--- config.mk ---
export PLATFORM = sky130hd
export DESIGN_NAME = bcd_serial_subtractor
export DESIGN_NICKNAME = d
export VERILOG_FILES = /design/src/rtl/bcd_pkg.sv /design/src/rtl/bcd_digit_sub.sv /design/src/rtl/bcd_serial_subtractor.sv
export SDC_FILE = /design/constraint.sdc
export NUM_CORES = 1
export LEC_CHECK = 0
export BUFFER_PORTS_ARGS = -buffer_cell sky130_fd_sc_hd__buf_2
export CORE_MARGIN = 5
export CORE_UTILIZATION = 49
export CTS_CLUSTER_SIZE = 14
export DETAILED_ROUTE_END_ITERATION = 8
export PLACE_DENSITY = 0.75
export SETUP_SLACK_MARGIN = 0.02
export SLEW_MARGIN = 40
export SYNTH_ARGS = -nofsm -noshare
export SYNTH_HDL_FRONTEND = slang
export SYNTH_SLANG_ARGS = --single-unit
--- constraint.sdc ---
create_clock -name clk -period 3.23 [get_ports clk]
set_input_delay 0.4845 -clock clk [delete_from_list [all_inputs] [get_ports clk]]
set_output_delay 0.4845 -clock clk [all_outputs]
set_load 0.05 [all_outputs]
--- src/rtl/bcd_pkg.sv ---
// Shared BCD constants, digit type and subtractor FSM encoding.
package bcd_pkg;

    localparam logic [3:0] BCD_MAX   = 4'd9;
    localparam logic [4:0] BCD_RADIX = 5'd10;

    typedef logic [3:0] digit_t;

    typedef enum logic [1:0] {
        ST_IDLE = 2'd0,
        ST_RUN  = 2'd1,
        ST_DONE = 2'd2
    } state_t;

endpackage

--- src/rtl/bcd_digit_sub.sv ---
// Single BCD digit subtract with borrow: d = a_d - b_d - bin, corrected mod 10.
module bcd_digit_sub
    import bcd_pkg::*;
(
    input  digit_t a_d,
    input  digit_t b_d,
    input  logic   bin,
    output digit_t d,
    output logic   bout,
    output logic   invalid
);

    logic [4:0] w_t;

    // 5-bit two's complement difference; bit 4 set means the digit went negative
    assign w_t     = {1'b0, a_d} - {1'b0, b_d} - {4'b0, bin};
    assign bout    = w_t[4];
    assign d       = bout ? 4'(w_t + BCD_RADIX) : w_t[3:0];
    assign invalid = (a_d > BCD_MAX) | (b_d > BCD_MAX);

endmodule

--- src/rtl/bcd_serial_subtractor.sv ---
// Digit-serial packed-BCD subtractor, LSD first, with start/busy/done handshake.
module bcd_serial_subtractor
    import bcd_pkg::*;
#(
    parameter int unsigned NDIGITS = 4
) (
    input  logic                   clk,
    input  logic                   rst_n,
    input  logic                   start,
    input  logic [4*NDIGITS-1:0]   a,
    input  logic [4*NDIGITS-1:0]   b,
    input  logic                   bin,
    output logic                   busy,
    output logic                   done,
    output logic [4*NDIGITS-1:0]   diff,
    output logic                   bout,
    output logic                   err
);

    localparam int unsigned W  = 4 * NDIGITS;
    localparam int unsigned IW = $clog2(NDIGITS) + 1;
    localparam int unsigned SW = (W > 1) ? $clog2(W) : 1;

    state_t          r_state;
    logic [W-1:0]    r_a;
    logic [W-1:0]    r_b;
    logic [W-1:0]    r_diff;
    logic [IW-1:0]   r_idx;
    logic            r_borrow;
    logic            r_busy;
    logic            r_done;
    logic            r_bout;
    logic            r_err;

    logic [SW-1:0]   w_base;
    digit_t          w_a_d;
    digit_t          w_b_d;
    digit_t          w_d;
    logic            w_bout;
    logic            w_invalid;
    logic            w_last;

    assign w_base = SW'({r_idx, 2'b00});
    assign w_a_d  = r_a[w_base +: 4];
    assign w_b_d  = r_b[w_base +: 4];
    assign w_last = (r_idx == IW'(NDIGITS - 1));

    bcd_digit_sub u_digit (
        .a_d     (w_a_d),
        .b_d     (w_b_d),
        .bin     (r_borrow),
        .d       (w_d),
        .bout    (w_bout),
        .invalid (w_invalid)
    );

    always_ff @(posedge clk or negedge rst_n) begin
        if (!rst_n) begin
            r_state  <= ST_IDLE;
            r_a      <= '0;
            r_b      <= '0;
            r_diff   <= '0;
            r_idx    <= '0;
            r_borrow <= 1'b0;
            r_busy   <= 1'b0;
            r_done   <= 1'b0;
            r_bout   <= 1'b0;
            r_err    <= 1'b0;
        end else begin
            case (r_state)
                ST_IDLE: begin
                    r_done <= 1'b0;
                    if (start) begin
                        r_a      <= a;
                        r_b      <= b;
                        r_borrow <= bin;
                        r_idx    <= '0;
                        r_err    <= 1'b0;
                        r_busy   <= 1'b1;
                        r_state  <= ST_RUN;
                    end
                end
                ST_RUN: begin
                    r_diff[w_base +: 4] <= w_d;
                    r_borrow            <= w_bout;
                    r_err               <= r_err | w_invalid;
                    r_idx               <= r_idx + IW'(1);
                    if (w_last) begin
                        r_bout  <= w_bout;
                        r_busy  <= 1'b0;
                        r_done  <= 1'b1;
                        r_state <= ST_DONE;
                    end
                end
                ST_DONE: begin
                    r_done  <= 1'b0;
                    r_state <= ST_IDLE;
                end
                default: begin
                    r_busy  <= 1'b0;
                    r_done  <= 1'b0;
                    r_state <= ST_IDLE;
                end
            endcase
        end
    end

    assign busy = r_busy;
    assign done = r_done;
    assign diff = r_diff;
    assign bout = r_bout;
    assign err  = r_err;

endmodule

==> results of run 1 <==
==> final timing paths <==
check | startpoint | end | depth (start not counted)
setup / recovery | r_idx[0]$_DFFE_PN0P_ | diff[14]$_DFFE_PN0P_ | 7
hold / removal | rst_n | done$_DFFE_PN0N_ | 1
setup reg to reg | r_idx[0]$_DFFE_PN0P_ | diff[14]$_DFFE_PN0P_ | 7
hold reg to reg | r_state[1]$_DFFE_PN0P_ | r_state[0]$_DFFE_PN0P_ | 1
max in group asynchronous | rst_n | r_a[8]$_DFFE_PN0P_ | 2
min in group clk | a[2] | r_a[2]$_DFFE_PN0P_ | 2
==> worst max-delay path: cells and delay by family, from the launching register on <==
kind | cells | cell delay [ns]
compound gates | 3 | 0.63
fa+ha+maj | 2 | 0.92
mux | 2 | 0.87
flops | 1 | 0.43
==> cell families (layout without fill, tap and decap cells) <==
| logic type | after synthesis | count (layout) | share of synthesized area |
|---|---|---|---|
| compound gates | 33 | 33 | 0.07071 |
| xor+xnor | 4 | 4 | 0.01551 |
| fa+ha+maj | 14 | 14 | 0.06934 |
| buf+inv | 22 | 90 | 0.03604 |
| flops | 58 | 58 | 0.5292 |
| mux | 42 | 42 | 0.2085 |
| simple gates | 45 | 45 | 0.07071 |
==> metrics by stage <==
stage,setup slack (ns),util,cell area (um2),hold WS [ns]
after floorplan,0.1247,-,2749,0.1889
after global placement,0.2951,0.5679,3108,0.4447
after detailed placement,0.2102,0.5684,3110,0.4486
after CTS,0.1840,0.5960,3262,0.1313
after global routing,0.05553,0.5988,3277,0.1571
final,0.2501,0.5988,3277,0.1299
==> layout make-up <==
| type | count | area (um2) | share of cell area |
|---|---|---|---|
| tap | 72 | 90.09 | 0.02749 |
| timing repair buffer | 61 | 326.6 | 0.09966 |
| clock inverter | 4 | 20.02 | 0.006109 |
| sequential | 58 | 1451 | 0.4429 |
| inverter | 14 | 52.55 | 0.01604 |
| multi-input combinational | 138 | 1205 | 0.3677 |
| clock buffer | 11 | 131.4 | 0.04009 |
==> timing repair <==
item / CTS / global route
endpoints found under the hold margin: 0 / 0
setup endpoints to repair: 0 / 5
gates resized for setup: 0 / 2
setup buffers: 0 / 1
==> registers in the layout, indices dropped and copies added, names as in the netlist <==
name and flops:
done 1, r_a 16, diff 16, bout 1
err 1, r_state 2, r_borrow 1, r_b 16
busy 1, r_idx 3
==> per-layer routing <==
metal	track usage	vias up
met2	0.2875	52
met4	0.06043	0
met5	0	-
met3	0.04369	6
li1	-	890
met1	0.1995	911
==> cells in the final DEF (no fill, tap or decap), drive strengths merged <==
cell type / synthesis / final
xnor2: 4 / 4
inv: 14 / 14
o22ai: 1 / 1
nand3: 1 / 1
or3: 2 / 2
clkinv: 0 / 4
mux4: 8 / 8
nor2b: 1 / 1
o21ai: 22 / 22
fa: 2 / 2
a21oi: 4 / 4
and3b: 1 / 1
nor2: 9 / 9
a2bb2oi: 1 / 1
dfrtp: 58 / 58
or4: 1 / 1
nand2: 27 / 27
buf: 8 / 61
a22o: 1 / 1
nand4: 1 / 1
clkbuf: 0 / 11
a21bo: 1 / 1
o41ai: 2 / 2
mux2i: 2 / 2
o22a: 1 / 1
ha: 12 / 12
nand2b: 2 / 2
mux2: 32 / 32
==> out/qor.csv, run 1 <==
metric;value;unit
Synth cell types;31;
IO Port Bufs;55;
largest net degree at the start of global routing;41;
Slew Viols, Final;0;
outcome;complete, no violations;
CP Capture Type;flop;
setup TNS;0;ns
Startpoint Class;flop;
# rows;27;
most frequent cell after synthesis;dfrtp_1;
final setup fails;0;
CP max stage delay;0.54;ns
DRT antenna net count;0;
synth top area cells;dfrtp_1, mux2_2, ha_1;
met2 wire len;2841;um
share of layout cells above drive strength 1;0.4091;
crit share post-route;0.9226;
Routed WL;5462;um
clk sink count;58;
highest-delay cell along the critical path;mux4_2;
drt via density;5.193;
Placed Instances;342;
CP max FO;5;
worst hold path type;in -> async;
worst endpoint data arrival time;3.18;ns
skew final;0.007106;ns
Avg Inst Size Synth;12.58;um2
yosys warns;0;
RSZ-0062 raised after global routing;false;
routed vias;1859;
Core ar.;5473;um2
worst reg2reg setup slack;0.25;ns
sequential area share after synthesis;0.5292;
Clk Tree Root Cell;clkbuf_8;
max-cap viol count;0;
Rel. slew slack;0.6232;
CTS H-Tree Depth;3;
FF+latch count, synth;58;
gr usage total;0.1661;
asr flop ratio synth;1.000;
FMAX;335.6;MHz
DP HPWL;4092;um
total CTS buffers;9;
WL/cell;15.26;um
clock-pin slew on the worst setup and hold paths;0.07;ns
antenna violations before repair;0;
Ports;56;
Post-Layout Cell Count;358;
first-pass detailed-route iteration total;4;
Die W;84.82;um
worst-path cell chain;mux4_2, fa_1, fa_1, a21bo_2, a2bb2oi_2, mux2i_2, o21ai_0;
Syn Inst Count;218;
drc violations;0;
hold_buf cts;0;
Post-synth EDFFs;0;
TritonCTS clock tree;yes;
Syn Nets;268;
First DRT Iteration DRCs;51;
Final Hold Viols;0;
routability cong.;0.8253;
Die ar.;7194;um2
Most Frequent Cell on Critical Path;fa_1;
actual transition at the worst max-transition pin;0.5640;ns
Met3 Routed Length;302;um
NumNets Final;332;
Crit path required time;3.43;ns
Routed met1 length;2275;um
Yosys top cell by area;dfrtp_1;
global-route wire length before repair;9315;um
synth cell count leaders;dfrtp_1, mux2_2, nand2_1, o21ai_0, inv_1;
fill count;494;
vias in the first global route;1962;
global route overflow;0;
die height;84.82;um
max layer used;met4;
insertion delay of the later-clocked pin in the worst-skew pair;0.33;ns
crit path time final;2.980;ns
prevailing post-synth register cell;dfrtp_1;
Max Buffers Root-to-Sink;2;
ANT cells;0;
Initial Utilization;0.5011;
critical path class;reg -> reg;
mapped cell area;2743;um2
post-synth top area share;0.5292;
Area Growth Syn to Fin;19.48;%
Power of run 1 is not shown: default switching activity piles up to over one toggle a cycle in this logic, so the estimate is an artifact.
==> run 2, diff against run 1 <==
Settings changed: ABC_AREA from default to 1, CORE_UTILIZATION 49 to 50, PLACE_DENSITY 0.75 to 0.76, RECOVER_POWER from default to 50.
==> run 2 against run 1 <==
  * The run now ends with capacitance limit, slew limit left
  * Cell count grew 19%
  * First-iteration DRC count increased by 57%
  * Global-route usage up 1.1 points
  * Clock-buffer cell count stayed put
  * Critical path depth rose by 7
  * Sequential share of layout area is 2.7 points lower
  * Register-to-register slack improved by 0.08 ns
  * Utilization is 2.4 points higher
  * Routed wire length increased by 11%
  * Critical path type unchanged
  * Critical endpoint is now diff[11]$_DFFE_PN0P_
==> out/qor.csv, run 2 <==
metric;value;unit;change
outcome;complete, but fails checks;;
failing checks;capacitance limit, slew limit;;
global route overflow;0;;unchanged
Placed Instances;410;;+20%
first-pass detailed-route iteration total;4;;unchanged
Met3 Routed Length;370;um;+23%
max-cap viol count;1;;+1
Post-Layout Cell Count;426;;+19%
die height;86.46;um;+1.9%
vias in the first global route;2213;;+13%
setup TNS;0;ns;unchanged
Final Hold Viols;0;;unchanged
RSZ-0062 raised after global routing;false;;
Ports;56;;unchanged
insertion delay of the later-clocked pin in the worst-skew pair;0.34;ns;about the same
sequential area share after synthesis;0.4966;;-0.03262
FF-to-FF path depth;14;;+7
drc violations;0;;unchanged
ANT cells;0;;unchanged
crit share post-route;0.8971;;-0.02546
post-synth top area share;0.4966;;-0.03262
synth top area cells;dfrtp_1, mux2_2, nand2_1;;
FMAX;345.1;MHz;+2.8%
routed vias;2191;;+18%
asr flop ratio synth;1.000;;unchanged
DP HPWL;4497;um;+9.9%
FF+latch count, synth;58;;unchanged
max layer used;met4;;
routability cong.;0.8646;;+4.8%
most frequent cell after synthesis;nand2_1;;
TritonCTS clock tree;yes;;
Hold Crit Depth;2;;
# Post-CTS Setup Buffers;0;;unchanged
Clk Tree Root Cell;clkbuf_8;;
# rows;27;;unchanged
Avg Inst Size Synth;10.15;um2;-19%
gr usage total;0.1775;;+0.01144
CP Capture Type;flop;;
Routed met1 length;2619;um;+15%
NumNets Final;399;;+20%
synth cell count leaders;nand2_1, dfrtp_1, mux2_2, inv_1;;
WL/cell;14.17;um;-7.1%
Area Growth Syn to Fin;19.56;%;about the same
highest-count cells in the layout ignoring fill and taps;nand2_1, dfrtp_1, buf_2, mux2_2, inv_1;;
critical path class;reg -> reg;;
share of layout cells above drive strength 1;0.3164;;-0.09271
Syn Nets;338;;+26%
total CTS buffers;9;;unchanged
yosys warns;0;;unchanged
Die W;86.46;um;+1.9%
mapped cell area;2923;um2;+6.6%
Routed WL;6038;um;+11%
clk sink count;58;;unchanged
Initial Utilization;0.5212;;+0.02005
Synth cell types;32;;+3.2%
prevailing post-synth register cell;dfrtp_1;;
DRT antenna net count;0;;unchanged
skew final;0.005135;ns;-0.001972 ns
CTS H-Tree Depth;3;;unchanged
First DRT Iteration DRCs;80;;+57%
drt via density;5.143;;-0.95%
Startpoint Class;flop;;
IO Port Bufs;55;;unchanged
global-route wire length before repair;10200;um;+9.5%
largest net degree at the start of global routing;42;;+2.4%
Yosys top cell by area;dfrtp_1;;
CP max FO;20;;+15
Slew Viols, Final;42;;+42
Max Buffers Root-to-Sink;2;;unchanged
final setup fails;0;;unchanged
worst hold path type;in -> reg;;
Rel. slew slack;-0.4122;;-1.035
crit path time final;2.898;ns;-0.08222 ns
Syn Inst Count;288;;+32%
clock-pin slew on the worst setup and hold paths;0.07;ns;about the same
hold_buf cts;0;;unchanged
met2 wire len;2893;um;+1.8%
Post-synth EDFFs;0;;unchanged
Die ar.;7474;um2;+3.9%
Crit path required time;3.50;ns;+0.07 ns
antenna violations before repair;0;;unchanged
leading cell type in the layout, fill and taps excluded;nand2_1;;
worst endpoint data arrival time;3.17;ns;about the same
actual transition at the worst max-transition pin;2.118;ns;+1.554 ns
Core ar.;5608;um2;+2.5%
run 2: cell types whose count changed in the layout (fill, tap and decap cells not counted), moves of 5 or more:
| cell | previous run | this run |
|---|---|---|
| a21oi_1 | 3 | 8 |
| buf_2 | 54 | 44 |
| clkbuf_1 | 2 | 13 |
| inv_1 | 14 | 29 |
| mux4_2 | 5 | 0 |
| nand2_1 | 27 | 59 |
| nand2_2 | 0 | 5 |
| nand3_1 | 1 | 12 |
| nor2_1 | 8 | 15 |
| o21ai_0 | 21 | 15 |
run 2: cell type report:
type	count	area (um2)
clock inverters	5	100.1
inverters	31	126.4
flip-flops and latches	58	1453
well taps	72	90.09
repair buffers	60	291.5
multi-input cells	189	1282
fillers	499	2113
clock buffers	11	151.4
run 2: what timing repair did:
action | 4_1_cts | 5_1_grt
endpoints found under the hold margin | 0 | 0
gates resized for setup | 0 | 1
endpoints found under the setup margin | 0 | 6
run 2: worst max-delay path, cell delays in order (launching register included):
cell and delay (ns):
dfrtp_2 0.52, inv_8 0.15, nand2_1 0.06, a32o_1 0.24
fa_1 0.42, fa_1 0.45, xnor2_1 0.16, ha_1 0.20
inv_1 0.08, nand3_1 0.11, nand2_1 0.08, nand3_1 0.07
nand2_1 0.13, nand3_1 0.09, nand2_1 0.07
run 2: kinds of logic after synthesis:
kind of cell	after synthesis	synth area share
xor gates and xnor gates	2	0.008564
adders and majority gates	14	0.06507
and+or+nand+nor	105	0.1665
buffers and inverters	41	0.06892
muxes	30	0.1156
AOI/OAI and AO/OA	38	0.07877
DFF	58	0.4966
run 2: per-layer routing:
| metal | GRT usage | vias to the layer above |
|---|---|---|
| li1 | - | 1080 |
| met1 | 0.2251 | 1037 |
| met2 | 0.2775 | 62 |
| met3 | 0.04563 | 12 |
| met4 | 0.09632 | 0 |
| met5 | 0 | - |
run 2: through the flow:
| step | setup slack [ns] | instance area (um2) | util | hold WS (ns) |
|---|---|---|---|---|
| after global routing | 0.04417 | 3495 | 0.6232 | 0.3552 |
| after global placement | 0.3389 | 3256 | 0.5805 | 0.4579 |
| after CTS | 0.2121 | 3510 | 0.6258 | 0.1324 |
| after detailed placement | 0.2159 | 3258 | 0.5810 | 0.4638 |
| final | 0.3323 | 3495 | 0.6232 | 0.3769 |
| after floorplan | 0.4827 | 2923 | - | 0.1889 |
run 2: final timing paths:
| check | start | end | slack, ns |
|---|---|---|---|
| max | r_idx[0]$_DFFE_PN0P_ | diff[11]$_DFFE_PN0P_ | 0.33 |
| min | b[5] | r_b[5]$_DFFE_PN0P_ | 0.38 |
| max reg2reg | r_idx[0]$_DFFE_PN0P_ | diff[11]$_DFFE_PN0P_ | 0.33 |
| min reg2reg | diff[14]$_DFFE_PN0P_ | diff[14]$_DFFE_PN0P_ | 0.48 |
| max in group asynchronous | rst_n | r_idx[0]$_DFFE_PN0P_ | 1.10 |
| min in group asynchronous | rst_n | r_state[0]$_DFFE_PN0P_ | 0.76 |
Power of run 2 is left out for the same reason.
==> run 3, diff against run 2 <==
Settings changed: CORE_UTILIZATION 50 to 55, GPL_ROUTABILITY_DRIVEN from default to 0, PLACE_DENSITY 0.76 to 0.79.
Clock period 3.23 ns to 2.8 ns, I/O delays scaled along.
==> run 3 against run 2 <==
  * Non-clock buffer count increased by 6
  * Via count increased by 0.14%
  * Clock-buffer cell count increased by 1
  * Global-route usage increased by 0.74 points
  * The flow still finishes with violations (capacitance limit, slew limit)
==> out/qor.csv, run 3 (same netlist as run 2, synthesis figures left out) <==
metric;value;unit;change
# rows;26;;-3.7%
worst r2r dst;diff[15]$_DFFE_PN0P_;;
Initial Utilization;0.5686;;+0.04745
Rel. slew slack;-0.2864;;+0.1257
CP Capture Type;flop;;
Max Buffers Root-to-Sink;2;;unchanged
gr usage total;0.1849;;+0.007420
die height;82.90;um;-4.1%
hold_sp;a[7];;
total CTS buffers;9;;unchanged
FF-to-FF path depth;14;;unchanged
routed vias;2194;;+0.14%
critical path class;reg -> reg;;
Die W;82.90;um;-4.1%
final setup fails;0;;unchanged
Hold Crit Depth;2;;unchanged
antenna violations before repair;0;;unchanged
Final Hold Viols;0;;unchanged
crit share post-route;0.9353;;+0.03818
worst endpoint data arrival time;2.90;ns;-0.27 ns
share of layout cells above drive strength 1;0.3398;;+0.02345
Post-Layout Cell Count;429;;+0.70%
outcome;complete, but fails checks;;
vias in the first global route;2251;;+1.7%
NumNets Final;405;;+1.5%
hold_buf cts;0;;unchanged
Ports;56;;unchanged
First DRT Iteration DRCs;119;;+49%
CP max FO;7;;-65%
fill count;443;;-11%
first-pass detailed-route iteration total;4;;unchanged
FMAX;381.9;MHz;+11%
clk sink count;58;;unchanged
RSZ-0062 raised after global routing;true;;
CTS H-Tree Depth;3;;unchanged
Slew Viols, Final;38;;-9.5%
WL/cell;13.81;um;-2.6%
worst hold path type;in -> reg;;
Placed Instances;414;;+0.98%
TritonCTS clock tree;yes;;
storage element area;1453;um2;unchanged
ANT cells;0;;unchanged
Worst R2R Start;r_idx[0]$_DFFE_PN0P_;;
DRT antenna net count;0;;unchanged
hold path endpoint;r_a[7]$_DFFE_PN0P_;;
final hold slack;0.3094;ns;-0.06753 ns
largest net degree at the start of global routing;38;;-9.5%
clock-pin slew on the worst setup and hold paths;0.06;ns;about the same
Routed WL;5924;um;-1.9%
drc violations;0;;unchanged
insertion delay of the later-clocked pin in the worst-skew pair;0.34;ns;about the same
actual transition at the worst max-transition pin;1.930;ns;-0.1886 ns
drt via density;5.114;;-0.56%
highest-count cells in the layout ignoring fill and taps;nand2_1, dfrtp_1, buf_2, mux2_2, inv_1;;
DP HPWL;4343;um;-3.4%
Die ar.;6872;um2;-8.1%
crit path time final;2.619;ns;-0.2788 ns
worst reg2reg setup slack;0.18;ns;-0.15 ns
max-cap viol count;1;;unchanged
Core ar.;5140;um2;-8.3%
global-route wire length before repair;10380;um;+1.8%
Crit path required time;3.08;ns;-0.42 ns
multi-input logic area;1297;um2;+1.2%
Area Growth Syn to Fin;18.96;%;
global route overflow;0;;unchanged
leading cell type in the layout, fill and taps excluded;nand2_1;;
skew final;0.005437;ns;+0.0003019 ns
IO Port Bufs;55;;unchanged
Clk Tree Root Cell;clkbuf_8;;
Startpoint Class;flop;;
failing checks;capacitance limit, slew limit;;
## run 3: worst max-delay path by stage
| stage | from | endpoint | slack (ns) | cells after the start |
|---|---|---|---|---|
| 2_1_floorplan | r_idx[0]$_DFFE_PN0P_ | diff[7]$_DFFE_PN0P_ | 0.05 | 16 |
| 3_3_place_gp | r_idx[0]$_DFFE_PN0P_ | diff[7]$_DFFE_PN0P_ | 0.09 | 13 |
| 3_5_place_dp | r_idx[0]$_DFFE_PN0P_ | diff[15]$_DFFE_PN0P_ | -0.01 | 13 |
| 4_1_cts | r_idx[0]$_DFFE_PN0P_ | diff[15]$_DFFE_PN0P_ | 0.04 | 14 |
| 5_1_grt | r_idx[0]$_DFFE_PN0P_ | diff[7]$_DFFE_PN0P_ | 0.009 | 13 |
| 6_report | r_idx[0]$_DFFE_PN0P_ | diff[15]$_DFFE_PN0P_ | 0.18 | 14 |
## run 3: area by class of cell
cell class              instances  share of cell area
clock inverters                 3            0.004318
multi-input cells             189              0.3732
repair buffers                 66             0.09860
well taps                      70             0.02519
flip-flops and latches         58              0.4178
inverters                      31             0.03634
clock buffers                  12             0.04462
## run 3: per-stage QoR
step           area [um2]  setup slack, ns   TNS, ns  utilization
2_1_floorplan        2923          0.05268         0            -
4_1_cts              3465          0.04105         0       0.6741
3_3_place_gp         3293          0.09123         0       0.6407
5_1_grt              3477         0.008794         0       0.6765
6_report             3477           0.1812         0       0.6765
3_5_place_dp         3293         -0.01457  -0.01457       0.6407
## run 3: worst max-delay path, cell delays in order, from the launching register on
cell,delay (ns)
dfrtp_2,0.48
inv_8,0.08
nand2_1,0.04
a32o_1,0.24
fa_2,0.37
fa_2,0.53
inv_1,0.05
ha_1,0.18
inv_2,0.07
nand3_1,0.10
nand2_1,0.07
nand3_1,0.08
nand2_2,0.11
nand4_1,0.09
nand2_1,0.07
## run 3: metal layers
| layer | vias up | part of all wire | global-route usage |
|---|---|---|---|
| met1 | 1037 | 0.44 | 0.2347 |
| met4 | 0 | 0.010 | 0.04903 |
| met5 | - | 0 | 0 |
| met2 | 64 | 0.48 | 0.2901 |
| met3 | 7 | 0.072 | 0.08020 |
| li1 | 1086 | - | - |
## run 3: repair_timing
action / in CTS / in global routing
resized for setup: 1 / 7
setup buffers: 0 / 0
pin swaps: 0 / 1
endpoints found under the setup margin: 3 / 7
Power of run 3 is left out for the same reason.
